$ cat config.mk
export PLATFORM = sky130hd
export DESIGN_NAME = alarm_scheduler_flat
export DESIGN_NICKNAME = d
export VERILOG_FILES = /design/src/rtl/alarm_scheduler_if.sv /design/src/rtl/alarm_scheduler.sv /design/src/flat_wrapper.sv
export SDC_FILE = /design/constraint.sdc
export NUM_CORES = 1
export LEC_CHECK = 0
export ABC_AREA = 0
export CAP_MARGIN = 20
export CORE_MARGIN = 2
export CORE_UTILIZATION = 39
export DETAILED_ROUTE_END_ITERATION = 10
export GPL_ROUTABILITY_DRIVEN = 0
export PLACE_DENSITY = 0.57
export SYNTH_ARGS = -nofsm -noshare
export SYNTH_HDL_FRONTEND = slang
export SYNTH_SLANG_ARGS = --single-unit
$ cat constraint.sdc
create_clock -name clk -period 2.8 [get_ports clk]
set_clock_uncertainty 0.1 [all_clocks]
set_input_delay 0.56 -clock clk [delete_from_list [all_inputs] [get_ports clk]]
set_output_delay 0.56 -clock clk [all_outputs]
set_load 0.02 [all_outputs]
$ cat src/rtl/alarm_scheduler_if.sv
// Bundles the alarm table access, trigger inputs and active-channel outputs
// between the clock top level (master) and the alarm scheduler (slave).
interface alarm_scheduler_if #(
  parameter int N_ALARM = 4,
  parameter int SEC_W   = 17
);
  localparam int IDX_W = (N_ALARM > 1) ? $clog2(N_ALARM) : 1;

  logic               tick_1hz;
  logic [SEC_W-1:0]   now_sec;
  logic               cfg_we;
  logic [IDX_W-1:0]   cfg_idx;
  logic               cfg_en;
  logic [SEC_W-1:0]   cfg_sec;
  logic [1:0]         cfg_len;
  logic [1:0]         cfg_music;
  logic               dismiss;
  logic               snooze;
  logic               rd_en;
  logic [SEC_W-1:0]   rd_sec;
  logic [1:0]         rd_len;
  logic [1:0]         rd_music;
  logic               ringing;
  logic [IDX_W-1:0]   ring_idx;
  logic [1:0]         ring_music;
  logic [7:0]         ring_left;
  logic [N_ALARM-1:0] pending;

  modport master (
    output tick_1hz, now_sec, cfg_we, cfg_idx, cfg_en, cfg_sec, cfg_len, cfg_music,
           dismiss, snooze,
    input  rd_en, rd_sec, rd_len, rd_music, ringing, ring_idx, ring_music, ring_left, pending
  );

  modport slave (
    input  tick_1hz, now_sec, cfg_we, cfg_idx, cfg_en, cfg_sec, cfg_len, cfg_music,
           dismiss, snooze,
    output rd_en, rd_sec, rd_len, rd_music, ringing, ring_idx, ring_music, ring_left, pending
  );
endinterface

$ cat src/rtl/alarm_scheduler.sv
// N-channel alarm engine: alarm table, per-channel IDLE/RING/SNZ state machines,
// lowest-index arbitration of ringing channels and snooze with midnight wrap.
module alarm_scheduler #(
  parameter int N_ALARM     = 4,
  parameter int SEC_W       = 17,
  parameter int DAY_SECS    = 86400,
  parameter int LEN_UNIT    = 15,
  parameter int SNOOZE_SECS = 300
) (
  input logic               clk,
  input logic               rst,
  alarm_scheduler_if.slave  bus
);
  localparam int IDX_W = (N_ALARM > 1) ? $clog2(N_ALARM) : 1;

  localparam logic [1:0] S_IDLE = 2'd0;
  localparam logic [1:0] S_RING = 2'd1;
  localparam logic [1:0] S_SNZ  = 2'd2;

  logic [N_ALARM-1:0] ring_mask;
  logic [N_ALARM-1:0] en_w;
  logic [SEC_W-1:0]   sec_w   [N_ALARM];
  logic [1:0]         len_w   [N_ALARM];
  logic [1:0]         music_w [N_ALARM];
  logic [7:0]         left_w  [N_ALARM];

  logic               act_any;
  logic [IDX_W-1:0]   act_idx;
  logic [SEC_W:0]     snz_sum;
  logic [SEC_W-1:0]   snz_target;

  // One extra bit so the wrap past midnight cannot overflow before the modulo.
  assign snz_sum    = {1'b0, bus.now_sec} + (SEC_W+1)'(SNOOZE_SECS);
  assign snz_target = (snz_sum >= (SEC_W+1)'(DAY_SECS)) ?
                      SEC_W'(snz_sum - (SEC_W+1)'(DAY_SECS)) : SEC_W'(snz_sum);

  always_comb begin
    act_any = 1'b0;
    act_idx = '0;
    for (int i = N_ALARM - 1; i >= 0; i--) begin
      if (ring_mask[i]) begin
        act_any = 1'b1;
        act_idx = IDX_W'(i);
      end
    end
  end

  genvar gi;
  generate
    for (gi = 0; gi < N_ALARM; gi++) begin : g_ch
      logic [1:0]       state_reg;
      logic             en_reg;
      logic [SEC_W-1:0] sec_reg;
      logic [SEC_W-1:0] snz_reg;
      logic [1:0]       len_reg;
      logic [1:0]       music_reg;
      logic [7:0]       left_reg;
      logic             hit_cfg;
      logic             is_act;
      logic             at_alarm;
      logic [7:0]       full_len;

      assign hit_cfg  = bus.cfg_we && (bus.cfg_idx == IDX_W'(gi));
      assign is_act   = act_any && (act_idx == IDX_W'(gi));
      assign at_alarm = en_reg && (bus.now_sec == sec_reg);
      assign full_len = 8'((32'(len_reg) + 32'd1) * LEN_UNIT);

      always_ff @(posedge clk or negedge rst) begin
        if (!rst) begin
          state_reg <= S_IDLE;
          en_reg    <= 1'b0;
          sec_reg   <= '0;
          snz_reg   <= '0;
          len_reg   <= '0;
          music_reg <= '0;
          left_reg  <= '0;
        end else if (hit_cfg) begin
          // A table write always parks the channel, cancelling any ring or snooze.
          en_reg    <= bus.cfg_en;
          sec_reg   <= bus.cfg_sec;
          len_reg   <= bus.cfg_len;
          music_reg <= bus.cfg_music;
          state_reg <= S_IDLE;
          left_reg  <= '0;
        end else begin
          case (state_reg)
            S_IDLE: begin
              if (bus.tick_1hz && at_alarm) begin
                state_reg <= S_RING;
                left_reg  <= full_len;
              end
            end
            S_RING: begin
              if (is_act && bus.dismiss) begin
                state_reg <= S_IDLE;
                left_reg  <= '0;
              end else if (is_act && bus.snooze) begin
                state_reg <= S_SNZ;
                snz_reg   <= snz_target;
              end else if (bus.tick_1hz) begin
                if (left_reg <= 8'd1) begin
                  state_reg <= S_IDLE;
                  left_reg  <= '0;
                end else begin
                  left_reg <= left_reg - 8'd1;
                end
              end
            end
            S_SNZ: begin
              if (!en_reg) begin
                state_reg <= S_IDLE;
              end else if (bus.tick_1hz && (bus.now_sec == snz_reg)) begin
                state_reg <= S_RING;
                left_reg  <= full_len;
              end
            end
            default: state_reg <= S_IDLE;
          endcase
        end
      end

      assign ring_mask[gi] = (state_reg == S_RING);
      assign en_w[gi]      = en_reg;
      assign sec_w[gi]     = sec_reg;
      assign len_w[gi]     = len_reg;
      assign music_w[gi]   = music_reg;
      assign left_w[gi]    = left_reg;
    end
  endgenerate

  logic               ringing_reg;
  logic [IDX_W-1:0]   ring_idx_reg;
  logic [1:0]         ring_music_reg;
  logic [7:0]         ring_left_reg;
  logic [N_ALARM-1:0] pending_reg;
  logic               rd_en_reg;
  logic [SEC_W-1:0]   rd_sec_reg;
  logic [1:0]         rd_len_reg;
  logic [1:0]         rd_music_reg;

  always_ff @(posedge clk or negedge rst) begin
    if (!rst) begin
      ringing_reg    <= 1'b0;
      ring_idx_reg   <= '0;
      ring_music_reg <= '0;
      ring_left_reg  <= '0;
      pending_reg    <= '0;
      rd_en_reg      <= 1'b0;
      rd_sec_reg     <= '0;
      rd_len_reg     <= '0;
      rd_music_reg   <= '0;
    end else begin
      ringing_reg    <= act_any;
      ring_idx_reg   <= act_any ? act_idx : '0;
      ring_music_reg <= act_any ? music_w[act_idx] : 2'd0;
      ring_left_reg  <= act_any ? left_w[act_idx] : 8'd0;
      pending_reg    <= ring_mask;
      rd_en_reg      <= en_w[bus.cfg_idx];
      rd_sec_reg     <= sec_w[bus.cfg_idx];
      rd_len_reg     <= len_w[bus.cfg_idx];
      rd_music_reg   <= music_w[bus.cfg_idx];
    end
  end

  assign bus.ringing    = ringing_reg;
  assign bus.ring_idx   = ring_idx_reg;
  assign bus.ring_music = ring_music_reg;
  assign bus.ring_left  = ring_left_reg;
  assign bus.pending    = pending_reg;
  assign bus.rd_en      = rd_en_reg;
  assign bus.rd_sec     = rd_sec_reg;
  assign bus.rd_len     = rd_len_reg;
  assign bus.rd_music   = rd_music_reg;
endmodule
$ cat src/flat_wrapper.sv
// flat-port wrapper written by rule: the top's interface ports become plain ports
module alarm_scheduler_flat 
#(
  parameter int N_ALARM     = 4,
  parameter int SEC_W       = 17,
  parameter int DAY_SECS    = 86400,
  parameter int LEN_UNIT    = 15,
  parameter int SNOOZE_SECS = 300
)
  (clk, rst, bus_tick_1hz, bus_now_sec, bus_cfg_we, bus_cfg_idx, bus_cfg_en, bus_cfg_sec, bus_cfg_len, bus_cfg_music, bus_dismiss, bus_snooze, bus_rd_en, bus_rd_sec, bus_rd_len, bus_rd_music, bus_ringing, bus_ring_idx, bus_ring_music, bus_ring_left, bus_pending);
  alarm_scheduler_if #(.N_ALARM(N_ALARM), .SEC_W(SEC_W)) bus_i ();
  input logic clk;
  input logic rst;
  input wire logic [$bits(bus_i.tick_1hz)-1:0] bus_tick_1hz;
  input wire logic [$bits(bus_i.now_sec)-1:0] bus_now_sec;
  input wire logic [$bits(bus_i.cfg_we)-1:0] bus_cfg_we;
  input wire logic [$bits(bus_i.cfg_idx)-1:0] bus_cfg_idx;
  input wire logic [$bits(bus_i.cfg_en)-1:0] bus_cfg_en;
  input wire logic [$bits(bus_i.cfg_sec)-1:0] bus_cfg_sec;
  input wire logic [$bits(bus_i.cfg_len)-1:0] bus_cfg_len;
  input wire logic [$bits(bus_i.cfg_music)-1:0] bus_cfg_music;
  input wire logic [$bits(bus_i.dismiss)-1:0] bus_dismiss;
  input wire logic [$bits(bus_i.snooze)-1:0] bus_snooze;
  output wire logic [$bits(bus_i.rd_en)-1:0] bus_rd_en;
  output wire logic [$bits(bus_i.rd_sec)-1:0] bus_rd_sec;
  output wire logic [$bits(bus_i.rd_len)-1:0] bus_rd_len;
  output wire logic [$bits(bus_i.rd_music)-1:0] bus_rd_music;
  output wire logic [$bits(bus_i.ringing)-1:0] bus_ringing;
  output wire logic [$bits(bus_i.ring_idx)-1:0] bus_ring_idx;
  output wire logic [$bits(bus_i.ring_music)-1:0] bus_ring_music;
  output wire logic [$bits(bus_i.ring_left)-1:0] bus_ring_left;
  output wire logic [$bits(bus_i.pending)-1:0] bus_pending;
  assign bus_i.tick_1hz = bus_tick_1hz;
  assign bus_i.now_sec = bus_now_sec;
  assign bus_i.cfg_we = bus_cfg_we;
  assign bus_i.cfg_idx = bus_cfg_idx;
  assign bus_i.cfg_en = bus_cfg_en;
  assign bus_i.cfg_sec = bus_cfg_sec;
  assign bus_i.cfg_len = bus_cfg_len;
  assign bus_i.cfg_music = bus_cfg_music;
  assign bus_i.dismiss = bus_dismiss;
  assign bus_i.snooze = bus_snooze;
  assign bus_rd_en = bus_i.rd_en;
  assign bus_rd_sec = bus_i.rd_sec;
  assign bus_rd_len = bus_i.rd_len;
  assign bus_rd_music = bus_i.rd_music;
  assign bus_ringing = bus_i.ringing;
  assign bus_ring_idx = bus_i.ring_idx;
  assign bus_ring_music = bus_i.ring_music;
  assign bus_ring_left = bus_i.ring_left;
  assign bus_pending = bus_i.pending;
  alarm_scheduler #(.N_ALARM(N_ALARM), .SEC_W(SEC_W), .DAY_SECS(DAY_SECS), .LEN_UNIT(LEN_UNIT), .SNOOZE_SECS(SNOOZE_SECS)) u_core (.clk(clk), .rst(rst), .bus(bus_i));
endmodule
# Word level (Yosys, flattened, before mapping)
# Cells that the tools add are included.
dict set report classes {
  add_sub_neg 10
  n_mul 4
  n_lt_le_gt_ge 8
  n_eq_ne 54
  n_mux 101
  n_bitwise 10
  n_reduce_logical 50
}
# operator count
set op_table {}
lappend op_table {{$mux 8} 35}
lappend op_table {{$eq 17x17->1} 8}
lappend op_table {{$mul 32x4->8 const B} 4}
lappend op_table {{$pmux 8 s3} 4}
lappend op_table {{$mux 2} 44}
lappend op_table {{$mux 17} 3}
lappend op_table {{$ne 4x4->1 const B} 12}
lappend op_table {{$ne 5x5->1 const B} 8}
lappend op_table {{$ne 3x1->1 const B} 12}
lappend op_table {{$bmux 17 s2} 1}
lappend op_table {{$le 8x1->1 const B} 4}
lappend op_table {{$reduce_and 4->1} 8}
lappend op_table {{$sub 8x1->8 const B} 4}
lappend op_table {{$logic_and 1x1->1} 28}
lappend op_table {{$pmux 2 s3} 4}
lappend op_table {{$reduce_and 6->1} 4}
lappend op_table {{$add 17x9->18 const B} 1}
lappend op_table {{$ge 18x17->1 const B} 1}
lappend op_table {{$sub 17x17->17 const B} 1}
lappend op_table {{$bmux 8 s2} 1}
lappend op_table {{$eq 2x2->1 const B} 8}
lappend op_table {{$reduce_bool 4->1} 4}
lappend op_table {{$add 2x1->3 const B} 4}
lappend op_table {{$bmux 2 s2} 3}
lappend op_table {{8 further kinds} 31}
dict set report word_totals {
  regBits 235
  output_inout_bits 39
  word_cells 274
}

# Logic depth before layout (Yosys ltp)
# Gate-level depths: netlist of run 1.
dict set report depth {
  word_depth 12
  depth_mapped 14
}

# Least setup slack after synthesis of run 1
# No wires, ideal clock.
dict set report synth_timing {
  path_kind {in2reg}
  start {in bus_now_sec[2]}
  end {reg u_core.g_ch[2].snz_reg[15]}
  setup_time_ps 125
  t_arrival_ps 2979
  t_required_ps 2575
  slack_ps -403
  stages 14
  path_buffers 2
  cell_sequence {buf_2 > buf_2 > inv_1 > ha_1 > nor2b_1 > o211ai_2 > xor2_1 > ha_1 > o21a_1 > o221ai_1 > a21oi_1 > and2b_1 > xnor2_2 > mux2_2}
}
dict set report synth_via {
  elab_chain_len 3
  word_cells_on_any_way 4
}
# item line_no
set synth_rtl {}
lappend synth_rtl {{start, declared} flat_wrapper.sv:15} ;# input wire logic [$bits(bus_i.now_sec)-1:0] bus_now_sec;
lappend synth_rtl {{$add 17x9->18 (*)} alarm_scheduler.sv:33} ;# assign snz_sum = {1'b0, bus.now_sec} + (SEC_W+1)'(SNOOZE_SECS);
lappend synth_rtl {{via u_core.snz_sum[2]} alarm_scheduler.sv:29} ;# logic [SEC_W:0] snz_sum;
lappend synth_rtl {{$sub 17x17->17 / $ge 18x17->1 (equally long branches)} {alarm_scheduler.sv:35, alarm_scheduler.sv:34}}
lappend synth_rtl {{$mux 17 (*)} alarm_scheduler.sv:34} ;# assign snz_target = (snz_sum >= (SEC_W+1)'(DAY_SECS)) ?
lappend synth_rtl {{end signal, assigned} alarm_scheduler.sv:99} ;# snz_reg <= snz_target;
lappend synth_rtl {{end, declared} alarm_scheduler.sv:54} ;# logic [SEC_W-1:0] snz_reg;
# The timed path passes the listed nets; every way through them passes the cells marked *.
# A chain may end at the register's enable or synchronous reset.

# Worst setup path in the final report of run 1
dict set report layout_timing {
  start {in bus_now_sec[12]}
  end {reg u_core.g_ch[1].snz_reg[7]}
}
dict set report layout_via {
  elab_chain_len 3
}
# item line_no
set layout_rtl {}
lappend layout_rtl {{$add 17x9->18} alarm_scheduler.sv:33}
lappend layout_rtl {{$ge 18x17->1} alarm_scheduler.sv:34}
lappend layout_rtl {{$mux 17} alarm_scheduler.sv:34}
lappend layout_rtl {{end signal, assigned} alarm_scheduler.sv:99}
lappend layout_rtl {{end, declared} alarm_scheduler.sv:54}
# No other way between the ends.

==> results.toml, run 1 <==
[routing]
wirelength_um = 40050
viasPerCell = 5.287
wl_per_cell_um = 19.14
vias = 11061
final_antenna_net_count = 0
drcViolationCount = 0
drtPass1Iterations = 6
drtIter0Drc = 980

[synthesis]
yosys_warnings = 0
yosysTopAreaCell = "dfrtp_1"
seq_area_frac_synth_pct = 44.42
synth_ff_type = "dfrtp_1"
synth_area_mm2 = 0.01324
yosysMostFrequentCell = "nand2_1"
synth-async-reset-ratio_pct = 100.0
postSynthCellCount = 1427
synth_cell_type_count = 83
avgSynthCellArea_um2 = 9.277
netlist_top_cells_area = "dfrtp_1 (44%), nand2_1 (11%), xor2_1 (5.8%), xnor2_1 (5.5%), mux4_2 (3.7%)"
synth-edff-count = 0
ys_ff_latch = 235
ys_top_cells_by_count = "nand2_1 (397), dfrtp_1 (235), xor2_1 (87), o21ai_0 (83), xnor2_1 (83)"
synth_top_area_share_pct = 44.42

[min_path]
hold_depth = 2
hp-start = "u_core.g_ch[0].snz_reg[14]"
min_to = "u_core.g_ch[0].snz_reg[14]"
hp-class = "reg2reg"

[clocking]
cts_tree = "yes"
cts_max_level = 1
cts.path.max_buffers = 3
clock-sinks = 235
cts-root-buf = "clkbuf_16"
clock_latency_ns = 0.55
path_clk_slew_ns = 0.06
numCtsBuffers = 26

[final_layout]
fin_cells = 2092
diodes = 0
fin_nets = 1710
area_growth_pct = 27.48
fin_util_pct = 50.46
regArea_mm2 = 0.005881
fill_cells = 3086
drive_gt1_share_pct = 18.49
multiInputGateArea_mm2 = 0.007211

[place]
numPortBuffers = 85
dp_hpwl_um = 28980
place_inst = 2037

[worst_setup_path]
crit_type = "in2reg"
crit_path_end_kind = "flip-flop"
critPathLaunchType = "input pin"
r2r-start = "u_core.g_ch[0].snz_reg[10]"
rr_endpoint = "u_core.g_ch[0].left_reg[0]"
crit_slowest_cell = "clkdlybuf4s50_1"
critPathMaxStageDelay_ns = 0.51
cp_data_arrival_time_ns = 3.06
crit_path_cell_trace = "clkdlybuf4s50_1, and4_4, nand3_1, or4b_4, a21boi_4, a31oi_4, buf_6, xnor2_1, buf_4, mux2_2"
worstPathMaxFanout = 6
cp.required_ns = 3.13
r2r_cells = 12
rrSetupSlack_ns = 0.13

[timing]
setup_viol = 0
max_freq_mhz = 366.4
period_share_pct = 97.48
hold_viol = 0
slew_violations = 0
period_needed_ns = 2.730
slew_headroom_pct = 30.77
worst_slew_pin_slew_ns = 1.035

[global_route]
grt_pass1_vias = 11203
antenna_found_initial = 1
track_usage_pct = 22.67
grt_max_degree = 73
grt_pass1_wl_um = 63070
gr-total-overflow = 0

[floorplan]
fp-row-count = 67
start_util_pct = 39.58
die_w_um = 188.2
io_pins = 86
core_area_mm2 = 0.03345
dieArea_mm2 = 0.03544
fp.dieH_um = 188.2

[pwr]
p_per_area_mw_per_mm2 = 876.0
leakage_nw = 7.767
ir_worst_vdd_v = 0.0005657

[run_status]
outcome = "finished clean"

[run]
maxCapViolCount = 0
-- worst max-delay path, delay by kind of cell --
family / cells / cell delay (ns)
buffers and inverters: 3 / 0.84
AO/OA/AOI/OAI: 2 / 0.43
AND/OR/NAND/NOR: 3 / 0.87
XOR/XNOR: 1 / 0.12
multiplexers: 1 / 0.26
-- per-layer routing --
| layer | vias to the layer above | track usage [%] | share of wire (%) |
|---|---|---|---|
| li1 | 5286 | - | - |
| met1 | 5367 | 31.51 | 45 |
| met2 | 345 | 37.67 | 47 |
| met3 | 61 | 2.477 | 5.2 |
| met4 | 2 | 6.299 | 2.6 |
| met5 | - | 0 | 0.020 |
-- area by class of cell --
type                       count  area share, %
inverter                      39         0.8674
multi-input combinational   1081          42.72
clock buffer                  33          4.248
sequential                   235          34.84
timing repair buffer         242          13.20
clock inverter                14         0.7932
tap                          448          3.321
-- power by group --
group	switching (W)	internal [W]	total, W
logic	0.00322	0.00272	0.00594
registers	0.000937	0.00449	0.00542
clock network	0.00143	0.00199	0.00342
-- cells in the final DEF (no fill, tap or decap), types with 17 or more instances in the layout --
cell,instances
nor3_1,22
buf_4,138
a21oi_1,38
inv_1,34
nand3_1,31
xnor2_1,77
clkdlybuf4s50_1,73
dfrtp_1,235
xor2_1,85
clkbuf_16,26
nor2_1,42
o21ai_0,75
mux2_2,17
nor4_1,17
ha_1,32
mux4_2,22
nand2_1,396
nand4_1,30
-- kinds of logic after synthesis --
family / share of synthesized area, %
and+or+nand+nor: 20.22
DFF: 44.42
AOI/OAI and AO/OA: 10.46
xor gates and xnor gates: 11.37
buffers and inverters: 3.459
muxes: 6.219
adders and majority gates: 3.818
other: 0.02833
-- worst max-delay path by stage --
stage / from / end / slack [ns] / depth (start not counted)
after floorplan: bus_now_sec[2] / u_core.g_ch[2].snz_reg[11] / -0.18 / 12
after global placement: bus_now_sec[6] / u_core.g_ch[0].left_reg[5] / -0.93 / 10
after detailed placement: bus_now_sec[6] / u_core.g_ch[0].left_reg[5] / -0.94 / 10
after CTS: bus_now_sec[2] / u_core.g_ch[1].left_reg[3] / -0.02 / 12
after global routing: bus_now_sec[12] / u_core.g_ch[1].snz_reg[7] / -0.01 / 10
final: bus_now_sec[12] / u_core.g_ch[1].snz_reg[7] / 0.07 / 10
-- through the flow --
| step | hold WS (ns) | setup TNS [ns] | total power [W] | setup slack, ns | area (um2) |
|---|---|---|---|---|---|
| after floorplan | 0.1644 | -2.957 | 0.008925 | -0.1811 | 13340 |
| after global placement | 0.3799 | -40.34 | 0.01111 | -0.9308 | 15710 |
| after detailed placement | 0.3817 | -43.64 | 0.01121 | -0.9370 | 15710 |
| after CTS | 0.3967 | -0.02486 | 0.01473 | -0.01574 | 16670 |
| after global routing | 0.4186 | -0.01048 | 0.01572 | -0.01048 | 16880 |
| final | 0.3936 | 0 | 0.01478 | 0.07049 | 16880 |
-- timing repair --
action,CTS,global route
endpoints found under the setup margin,36,61
resized for setup,21,34
hold buffers,1,0
pin swaps,4,18
endpoints found under the hold margin,39,0
buffers inserted,0,7
Note: power is estimated with default switching activity, not from simulation.
==> run 2: changes to the inputs <==
- TNS_END_PERCENT: default -> 10
==> run 2 against run 1 <==
  * Flip-flop and latch count is the same
  * Die area unchanged
  * Power up 0.53%
  * Clock-buffer cell count increased by 3
  * Register-to-register slack improved by 0.09 ns
  * Final area up 1.1%
  * First-iteration DRC count fell by 12%
  * Global-route usage up 0.24 points
  * Clock power is 3% higher
  * Via count rose by 1.7%
==> results.toml, run 2 (same netlist as run 1, synthesis figures left out) <==
[timing]
setup_viol = 0
slew_headroom_pct = 53.52
fin_ws_ns = 0.03515
max_freq_mhz = 361.7
slew_violations = 0
finalSetupTns_ns = 0
holdWs_ns = 0.3718
rsz0062_at_grt = "yes"
period_share_pct = 98.74
period_needed_ns = 2.765
hold_viol = 0
worst_slew_pin_slew_ns = 0.6918

[final_layout]
fin_nets = 1729
drive_gt1_share_pct = 19.84
final_cell_area_mm2 = 0.01706
final_common_cell = "nand2_1"
area_growth_pct = 28.84
diodes = 0
fill_cells = 3064
layout_common_cells = "nand2_1 (397), dfrtp_1 (235), buf_4 (155)"

[min_path]
hold_depth = 3
hp-class = "in2reg"
hp-start = "bus_now_sec[2]"
min_to = "u_core.g_ch[2].snz_reg[2]"

[worst_setup_path]
rr_endpoint = "u_core.g_ch[1].left_reg[3]"
critPathLaunchType = "input pin"
crit_type = "in2reg"
r2r-start = "u_core.g_ch[1].snz_reg[7]"
rrSetupSlack_ns = 0.22
cp_data_arrival_time_ns = 3.14
cp.required_ns = 3.18
crit_path_end_kind = "flip-flop"
r2r_cells = 11
worstPathMaxFanout = 9

[global_route]
track_usage_pct = 22.91
grt_max_degree = 69
gr-total-overflow = 0
grt_pass1_wl_um = 63910
antenna_found_initial = 0
grt_pass1_vias = 11104

[place]
place_ws_ns = -0.7819
dp_hpwl_um = 29390
placed_cell_area_mm2 = 0.01573
numPortBuffers = 85

[clocking]
clock-sinks = 235
cts-root-buf = "clkbuf_16"
cts_max_level = 1
cts_tree = "yes"
numCtsBuffers = 26
clock_latency_ns = 0.55
cts.path.max_buffers = 3
path_clk_slew_ns = 0.06

[routing]
top_layer = "met4"
wl_met3_um = 2071
drcViolationCount = 0
viasPerCell = 5.328
vias = 11247
wirelength_um = 40610
drtPass1Iterations = 5
wl_per_cell_um = 19.24
wl_met1_um = 18790
final_antenna_net_count = 0
route.met2.wl_um = 18680
drtIter0Drc = 860

[floorplan]
start_util_pct = 39.58
fp-row-count = 67
io_pins = 86
fp.dieH_um = 188.2
dieArea_mm2 = 0.03544
core_area_mm2 = 0.03345
die_w_um = 188.2

[pwr]
ir_worst_vdd_v = 0.0005127
p_per_area_mw_per_mm2 = 871.3
leakage_nw = 7.881
total_power_w = 0.01486

[run_status]
outcome = "finished clean"

[run]
maxCapViolCount = 0
-- run 2: cell count changes in the layout (fill, tap and decap cells not counted), moves of 3 or more --
cell	delta
clkbuf_8	+3
buf_12	-4
buf_4	+17
mux2_2	+3
o21ai_0	+3
dlymetal6s2s_1	+5
clkinv_2	-3
buf_6	+6
o21ai_1	-5
dlygate4sd2_1	-3
mux2_4	-3
-- run 2: per-stage QoR --
step,utilization (%),instances
3_5_place_dp,47.04,2048
2_1_floorplan,-,1430
4_1_cts,49.92,2096
5_1_grt,50.99,2111
3_3_place_gp,47.04,2048
6_report,50.99,2111
-- run 2: critical path, cell delays in order --
cell and delay [ns]:
clkdlybuf4s50_1 0.47, buf_6 0.15, a21o_1 0.18, o21ai_2 0.09, buf_4 0.19, a21oi_4 0.17
o211ai_1 0.25, buf_4 0.23, a211oi_4 0.29, a31oi_4 0.17, a211o_1 0.32, nand3_1 0.07
-- run 2: power breakdown --
part / switching [W] / leakage, nW / internal, W
clock: 0.00144 / 0.441 / 0.00207
combinational: 0.00321 / 4.50 / 0.00271
sequential: 0.000937 / 2.94 / 0.00449
total: 0.00559 / 7.88 / 0.00927
-- run 2: how the worst max path moves through the flow --
stage	startpoint	end	slack [ns]	cells after the start
CTS	bus_now_sec[11]	u_core.g_ch[1].snz_reg[15]	-0.01	9
floorplan	bus_now_sec[2]	u_core.g_ch[2].snz_reg[11]	-0.18	12
detailed placement	bus_now_sec[12]	u_core.g_ch[0].left_reg[3]	-0.78	10
global placement	bus_now_sec[12]	u_core.g_ch[0].left_reg[5]	-0.81	10
finish	bus_now_sec[6]	u_core.g_ch[3].snz_reg[10]	0.04	12
global route	bus_now_sec[0]	u_core.g_ch[1].left_reg[3]	-0.02	12
-- run 2: timing repair --
| item | 4_1_cts | 5_1_grt |
|---|---|---|
| endpoints found under the hold margin | 35 | 0 |
| hold buffers | 1 | 0 |
| pin swaps | 1 | 26 |
| cloned | 0 | 1 |
| setup buffers | 0 | 13 |
| endpoints found under the setup margin | 51 | 67 |
| gates resized for setup | 15 | 60 |
-- run 2: metal layers --
layer  global-route usage [%]  up-vias
met5                        0        -
met1                    32.97     5525
met3                    3.204       63
met4                    5.603        0
met2                    36.57      338
li1                         -     5321
-- run 2: cell type report --
cell class	instances	area [um2]	share of cell area [%]
inverters	39	146.4	0.8583
clock buffers	36	758.2	4.445
well taps	448	560.5	3.286
repair buffers	260	2352	13.79
flip-flops and latches	235	5881	34.48
multi-input cells	1082	7238	42.44
clock inverters	11	120.1	0.7042
==> run 3: changes to the inputs <==
- CORE_MARGIN: 2 -> default
- PLACE_DENSITY: 0.57 -> default
==> run 3 against run 2 <==
  * The flow now finishes with violations (setup timing)
  * Clock power down 5%
  * Final area down 0.98%
  * Via count up 1.0%
  * Sequential share of layout area up 0.35 points
  * Global-route usage up 0.79 points
  * Combinational power about the same
  * Register-to-register slack worse by 0.17 ns
  * Critical path depth down 2
  * Worst hold slack worse by 0.025 ns
  * Non-clock buffer count down 18
==> results.toml, run 3 (same netlist as run 1, synthesis figures left out) <==
[global_route]
gr-total-overflow = 0
grt_pass1_wl_um = 63200
grt_max_degree = 57
track_usage_pct = 23.70
antenna_found_initial = 1
grt_pass1_vias = 10911

[worst_setup_path]
r2r-start = "u_core.g_ch[0].snz_reg[13]"
endpoint = "u_core.g_ch[0].left_reg[5]"
cp.required_ns = 3.11
rrSetupSlack_ns = 0.05
r2r_cells = 9
crit_path_end_kind = "flip-flop"
worstPathMaxFanout = 6
rr_endpoint = "u_core.g_ch[0].left_reg[5]"
critPathLaunchType = "input pin"
crit_type = "in2reg"
crit_path_start = "bus_now_sec[12]"
cp_data_arrival_time_ns = 3.11

[final_layout]
fin_nets = 1711
layout_common_cells = "nand2_1 (394), dfrtp_1 (234), buf_4 (137)"
area_growth_pct = 27.57
final_common_cell = "nand2_1"
drive_gt1_share_pct = 18.55
fin_cells = 2092
diodes = 0

[clocking]
cts_max_level = 1
clock-sinks = 235
cts.path.max_buffers = 3
path_clk_slew_ns = 0.06
clock_latency_ns = 0.56
cts_tree = "yes"
cts-root-buf = "clkbuf_16"
numCtsBuffers = 26

[min_path]
hp-class = "in2reg"

[place]
place_inst = 2035
place_ws_ns = -0.7806
numPortBuffers = 85
dp_hpwl_um = 28990

[routing]
drtIter0Drc = 815
drcViolationCount = 0
wl_per_cell_um = 19.36
drtPass1Iterations = 5
wirelength_um = 40510
final_antenna_net_count = 0
vias = 11361
viasPerCell = 5.431

[timing]
hold_viol = 0
rsz0062_at_grt = "yes"
max_freq_mhz = 357.1
slew_headroom_pct = 29.34
period_share_pct = 100.0
fin_ws_ns = -0.00005151
period_needed_ns = 2.800
setup_viol = 1
holdWs_ns = 0.3471
worst_slew_pin_slew_ns = 1.056
slew_violations = 0

[pwr]
leakage_nw = 7.764
ir_worst_vdd_v = 0.0005581
p_per_area_mw_per_mm2 = 870.7

[run_status]
outcome = "complete, but fails checks"
failed_checks = "setup timing"

[floorplan]
io_pins = 86
fp-row-count = 67
fp.dieH_um = 186.2
dieArea_mm2 = 0.03469
core_area_mm2 = 0.03345
die_w_um = 186.2
start_util_pct = 39.58

[run]
maxCapViolCount = 0
-- run 3: layout make-up --
| cell class | count | area, um2 |
|---|---|---|
| Fill cell | 3094 | 16560 |
| Clock inverter | 8 | 78.83 |
| Tap cell | 448 | 560.5 |
| Multi-Input combinational cell | 1082 | 7237 |
| Timing Repair Buffer | 242 | 2238 |
| Clock buffer | 38 | 745.7 |
| Inverter | 39 | 146.4 |
| Sequential cell | 235 | 5882 |
-- run 3: worst max-delay path, stage by stage --
cell and delay, ns:
clkdlybuf4s50_1 0.44, buf_6 0.16, xor2_1 0.16, nor4_2 0.29, nand3_4 0.13, nor4_4 0.32
buf_4 0.18, and4b_2 0.28, o221a_4 0.26, mux2_4 0.32
-- run 3: stage by stage --
| stage | TNS, ns | utilization, % | cell area [um2] | total power (W) |
|---|---|---|---|---|
| 2_1_floorplan | -3.060 | - | 13320 | 0.008902 |
| 3_3_place_gp | -39.76 | 46.86 | 15670 | 0.01102 |
| 3_5_place_dp | -43.78 | 46.86 | 15670 | 0.01113 |
| 4_1_cts | 0 | 49.51 | 16560 | 0.01455 |
| 5_1_grt | -0.6555 | 50.49 | 16890 | 0.01566 |
| 6_report | -0.00005151 | 50.49 | 16890 | 0.01471 |
-- run 3: worst min-delay path by stage --
stage,cells past startpoint,slack (ns),end,from
floorplan,0,0.16,u_core.bus.pending[0],rst
global placement,2,0.38,u_core.g_ch[0].music_reg[0],u_core.g_ch[0].music_reg[0]
detailed placement,2,0.39,u_core.g_ch[0].snz_reg[7],u_core.g_ch[0].snz_reg[7]
CTS,2,0.38,u_core.bus.rd_len[1],bus_cfg_idx[0]
global route,3,0.35,u_core.g_ch[3].snz_reg[2],bus_now_sec[2]
finish,3,0.35,u_core.g_ch[3].snz_reg[2],bus_now_sec[2]
-- run 3: repair_timing --
action                                  in CTS  in global routing
endpoints found under the hold margin       51                  0
gates cloned                                 0                  1
pin swaps                                    1                 24
gates resized for setup                     12                 61
endpoints found under the setup margin      53                 71
buffers inserted                             1                  8
hold buffers                                 1                  0
-- run 3: power by group --
part	leakage (nW)	switching [W]	total, W	internal [W]
sequential	2.94	0.000956	0.00545	0.00449
combinational	4.42	0.00322	0.00591	0.00269
clock	0.405	0.00142	0.00335	0.00193
-- run 3: metal layers --
| metal | GRT usage, % | vias up | routed length [um] |
|---|---|---|---|
| li1 | - | 5274 | - |
| met2 | 38.07 | 404 | 18960 |
| met1 | 34.18 | 5626 | 18240 |
| met4 | 5.311 | 2 | 851 |
| met5 | 0 | - | 13 |
| met3 | 2.823 | 55 | 2435 |
